[src/rtl/pipelined_adder.sv]
// Pipelined ripple-carry adder/subtractor.
// The WIDTH-bit operation is cut into STAGES equal slices; slice k is added
// in rank k+1 of the pipeline, with the carry registered between ranks.
// Rank 0 captures the operands (B already conditioned for subtract) so the
// result appears STAGES clock edges after the accepting edge. Not-yet-used
// operand slices ride forward in skew registers, and finished sum slices
// ride forward in deskew registers so the whole sum leaves aligned.
// The pipeline advances as one unit: it holds only when a valid result is
// waiting at the output and the consumer is not ready.
// WIDTH must be an exact multiple of STAGES.
module pipelined_adder #(
    parameter int WIDTH  = 32,
    parameter int STAGES = 4
) (
    input  logic             clk,
    input  logic             rst_n,
    input  logic             in_valid,
    output logic             in_ready,
    input  logic [WIDTH-1:0] a,
    input  logic [WIDTH-1:0] b,
    input  logic             cin,
    input  logic             sub,
    output logic             out_valid,
    input  logic             out_ready,
    output logic [WIDTH-1:0] sum,
    output logic             cout,
    output logic             ovf
);

    localparam int SW = WIDTH / STAGES;

    // Rank r valid bit; rank 0 is operand capture, rank STAGES is the output.
    logic [STAGES:0]  vld_r;
    // Carry entering the slice computed from rank r (rank 0: effective cin).
    logic [STAGES:0]  carry_r;
    // Operand skew registers feeding slice k from rank k.
    logic [WIDTH-1:0] opa_r [0:STAGES-1];
    logic [WIDTH-1:0] opb_r [0:STAGES-1];
    // Partial sums: slices below r are complete in rank r.
    logic [WIDTH-1:0] psum_r [0:STAGES];
    logic             ovf_r;

    logic             adv_s;
    logic [SW-1:0]    slice_sum_s [0:STAGES-1];
    logic [STAGES-1:0] slice_carry_s;
    logic [WIDTH-1:0] psum_nxt_s [0:STAGES-1];
    logic             msb_cin_s;

    // A full result that cannot leave freezes every rank; otherwise bubbles move.
    assign adv_s    = !(vld_r[STAGES] && !out_ready);
    assign in_ready = adv_s;

    assign out_valid = vld_r[STAGES];
    assign sum       = psum_r[STAGES];
    assign cout      = carry_r[STAGES];
    assign ovf       = ovf_r;

    // Slice adders: each rank adds its own slice and patches it into the partial sum.
    always_comb begin
        slice_carry_s = '0;
        msb_cin_s     = 1'b0;
        for (int k = 0; k < STAGES; k++) begin
            {slice_carry_s[k], slice_sum_s[k]} =
                {1'b0, opa_r[k][k*SW +: SW]} +
                {1'b0, opb_r[k][k*SW +: SW]} +
                {{SW{1'b0}}, carry_r[k]};
            psum_nxt_s[k] = psum_r[k];
            psum_nxt_s[k][k*SW +: SW] = slice_sum_s[k];
        end
        // The carry into the MSB is recovered from the MSB's own sum bit.
        msb_cin_s = opa_r[STAGES-1][WIDTH-1] ^ opb_r[STAGES-1][WIDTH-1] ^
                    slice_sum_s[STAGES-1][SW-1];
    end

    // Pipeline ranks: capture, slice results, skew/deskew transport, status.
    always_ff @(posedge clk or negedge rst_n) begin
        if (!rst_n) begin
            vld_r   <= '0;
            carry_r <= '0;
            ovf_r   <= 1'b0;
            for (int r = 0; r < STAGES; r++) begin
                opa_r[r] <= '0;
                opb_r[r] <= '0;
            end
            for (int r = 0; r <= STAGES; r++) begin
                psum_r[r] <= '0;
            end
        end else if (adv_s) begin
            vld_r[0]  <= in_valid;
            psum_r[0] <= '0;
            if (in_valid) begin
                opa_r[0]   <= a;
                opb_r[0]   <= sub ? ~b : b;
                carry_r[0] <= sub ? 1'b1 : cin;
            end
            for (int k = 0; k < STAGES; k++) begin
                vld_r[k+1]   <= vld_r[k];
                carry_r[k+1] <= slice_carry_s[k];
                psum_r[k+1]  <= psum_nxt_s[k];
            end
            for (int k = 1; k < STAGES; k++) begin
                opa_r[k] <= opa_r[k-1];
                opb_r[k] <= opb_r[k-1];
            end
            ovf_r <= msb_cin_s ^ slice_carry_s[STAGES-1];
        end
    end

endmodule

[config.mk]
export PLATFORM = sky130hd
export DESIGN_NAME = pipelined_adder
export DESIGN_NICKNAME = d
export VERILOG_FILES = /design/src/rtl/pipelined_adder.sv
export SDC_FILE = /design/constraint.sdc
export NUM_CORES = 1
export LEC_CHECK = 0
export ABC_AREA = 0
export BUFFER_PORTS_ARGS = -buffer_cell sky130_fd_sc_hd__buf_2
export CAP_MARGIN = 5
export CELL_PAD_IN_SITES_DETAIL_PLACEMENT = 1
export CELL_PAD_IN_SITES_GLOBAL_PLACEMENT = 1
export CORE_ASPECT_RATIO = 2
export CORE_MARGIN = 8
export CORE_UTILIZATION = 46
export CTS_CLUSTER_SIZE = 8
export DETAILED_ROUTE_END_ITERATION = 10
export PLACE_DENSITY = 0.89
export SYNTH_ARGS = -nofsm -noshare
export SYNTH_HDL_FRONTEND = slang
export SYNTH_SLANG_ARGS = --single-unit
export TNS_END_PERCENT = 5
[constraint.sdc]
create_clock -name clk -period 2.8 [get_ports clk]
set_clock_uncertainty 0.1 [all_clocks]
set_input_delay 0.14 -clock clk [delete_from_list [all_inputs] [get_ports clk]]
set_output_delay 0.14 -clock clk [all_outputs]
set_load 0.1 [all_outputs]
==> results.md <==
* Outcome: complete, no violations
* DRC at 0
* Routability cong. at 0.809
* CTS H-Tree Depth at 2
* Clock Tree Buf Depth at 3
* Yosys cell types at 33
* Crit start category: flop
* Top fanout value on the critical path at 3
* Mapped Area at 0.0107 mm2
* Core ar. at 0.0230 mm2
* Die area at 0.0286 mm2
* Critical path capture point type: flop
* Number of I/O pins at 106
* GRT Total Usage at 22.6%
* #FFs+latches synth at 251
* Synth Net Count at 1216
* Clock Latency Late Sink at 0.51 ns
* TritonRoute pass-1 iters at 4
* Vias/cell at 5.32
* Hold Crit Class: in -> reg
* TNS Setup at 0 ns
* Mapped Cells at 1110
* Cts bufs inserted at 37
* Fraction of layout cells with a size suffix above 1 at 12.5%
* Pre-CTS setup slack at 0.268 ns
* Largest net degree at the start of global routing at 185
* Final hold violations at 0
* Final Util at 57.0%
* Slew HR at 34.5%
* Max-cap viol count at 0
* CP required at 3.04 ns
* Syn_area_per_cell at 9.62 um2
* Top FF cell, synth: dfrtp_1
* Antenna violations before repair at 1
* Antenna-violating nets left at 0
* Starting density of the core at 46.3%
* Synth warn at 0
* Final worst-path cycle share at 96.9%
* Total length of routed wires at 31000 um
* PortBufs at 105
* Detailed-placement wirelength estimate at 16600 um
* Starting DRC count in detailed routing at 526
* Fraction of registers with async set/reset at 100%
* Grt ovf at 0
* Global-route wire length before repair at 50700 um
* P_leak at 6.62 nW
* Die X at 124 um
* Synth-to-Final Area Change at 23.0%
* CTS clk-pin slew, worst paths at 0.05 ns
* Tot Pwr at 17.6 mW
* Worst-Margin Slew at 0.983 ns
* Row Count at 79
* Final max-slew violation count at 0
* Crit. Startpoint: opa_r[96]
* Final setup fails at 0
* Clock Sinks at 251
* Post-synthesis sequential area ratio at 58.8%
* CTS tree: done
* Min-delay src: in_valid
* Reg2Reg Launch Point: opa_r[96]
* Pwr Density at 1340 mW/mm2
* Setup ws final at 0.0857 ns
* Flop2flop setup slack at 0.09 ns
* Crit path time final at 2.71 ns
* Arr. time, crit path at 2.95 ns
* Peak VDD IR at 1.19 mV
* WS Path Type: reg -> reg
* Post-CTS setup buffer count at 0
* Drt wl/cell at 19.9 um
* Die height at 231 um
* Nets at 1381
* RSZ-0062 raised after global routing: false
* CTS root buf: clkbuf_16
* Routed vias at 8309
* Post-synth EDFFs at 0
* Fmax at 0.368 GHz
* Vias in the first global route at 9518
* CTS resizes at 0
## worst paths after layout
check                                  end  cells past startpoint
max in group asynchronous          sum[31]                      3
worst max register to register  carry_r[1]                      8
worst min-delay path              vld_r[0]                      3
worst min register to register      sum[8]                      2
worst max-delay path            carry_r[1]                      8
min in group asynchronous           sum[1]                      3
## worst max-delay path, cell delays in order (launching register included)
cell,delay (ns)
dfrtp_1,0.44
fa_1,0.45
fa_1,0.42
a21o_1,0.18
a21oi_1,0.33
o21ai_1,0.10
and3b_1,0.22
o21ai_1,0.17
a31oi_1,0.12
## layout make-up
| type | count | area [um2] |
|---|---|---|
| Inverter | 13 | 53.8 |
| Timing Repair Buffer | 181 | 1330 |
| Fill cell | 2530 | 9900 |
| Tap cell | 283 | 354 |
| Clock inverter | 2 | 16.3 |
| Clock buffer | 39 | 976 |
| Multi-Input combinational cell | 791 | 4120 |
| Antenna cell | 1 | 2.50 |
| Sequential cell | 251 | 6280 |
## where the power goes
group	total, mW	switching [mW]	leakage, nW	internal (mW)
clock network	3.98	1.55	0.485	2.44
registers	6.31	1.06	3.04	5.25
logic	7.26	5.11	3.10	2.15
## placed cells by master (no fill, tap or decap), drive strengths merged
cell type	count
and3b	3
nor2b	3
nand3	1
o31ai	3
nor3	6
dfrtp	251
diode	1
mux2	32
a21o	6
a311o	1
fa	8
a21oi	22
nand2b	2
a31oi	7
o2111ai	1
clkinvlp	1
a211oi	3
dlygate4sd3	68
buf	113
nand2	510
inv	14
ha	28
and2	1
xor2	10
o21ai	60
o21bai	6
nor2	34
xnor2	44
clkbuf	39
## state kept, by name, summed over array words and instances, names as in the netlist
| signal | cells |
|---|---|
| carry_r | 5 |
| psum_nxt_s | 48 |
| ovf | 1 |
| sum | 32 |
| opb_r | 80 |
| opa_r | 80 |
| vld_r | 5 |
## per-stage QoR
stage / hold WS (ns) / area (um2) / cells
detailed placement: -0.146 / 11500 / 1451
CTS: 0.0737 / 13100 / 1560
global placement: -0.145 / 11500 / 1451
finish: 0.108 / 13100 / 1561
global route: 0.142 / 13100 / 1561
floorplan: -0.256 / 10700 / 1110
## cells in the mapped netlist (2+ instances only)
library cell / count / area share [%]
clkbuf_1: 26 / 0.91
dfrtp_1: 251 / 59
a21o_1: 6 / 0.42
a21oi_1: 21 / 0.98
a211oi_1: 3 / 0.21
o31ai_1: 3 / 0.21
nor2_1: 34 / 1.2
o21ai_1: 58 / 2.7
o21bai_1: 6 / 0.42
fa_1: 8 / 1.5
xnor2_1: 44 / 3.6
nand2_1: 509 / 18
inv_1: 12 / 0.42
and3b_1: 3 / 0.25
nand2b_1: 2 / 0.12
buf_2: 23 / 1.1
buf_1: 5 / 0.18
nor2b_1: 3 / 0.18
xor2_1: 10 / 0.82
mux2_1: 32 / 3.4
ha_1: 28 / 3.3
nor3_1: 6 / 0.28
a31oi_1: 7 / 0.41
## kinds of logic after synthesis
| group | count (synthesis) | share of synthesized area [%] |
|---|---|---|
| compound gates | 109 | 5.77 |
| flops | 251 | 58.8 |
| simple gates | 560 | 20.1 |
| mux | 32 | 3.38 |
| fa+ha+maj | 36 | 4.78 |
| xor+xnor | 54 | 4.43 |
| buf+inv | 68 | 2.70 |
## per-layer routing
layer / up-vias / GRT usage, % / part of all wire [%]
li1: 3818 / - / -
met1: 4162 / 24.3 / 37
met2: 234 / 40.5 / 54
met3: 95 / 4.00 / 4.8
met4: 0 / 11.8 / 4.6
met5: - / 0 / 0
## repair_timing
action                     CTS  global route
hold endpoints to repair   322             0
hold buffers                68             0
setup endpoints to repair    0             0
No activity file was read; power rests on OpenSTA's default activity.
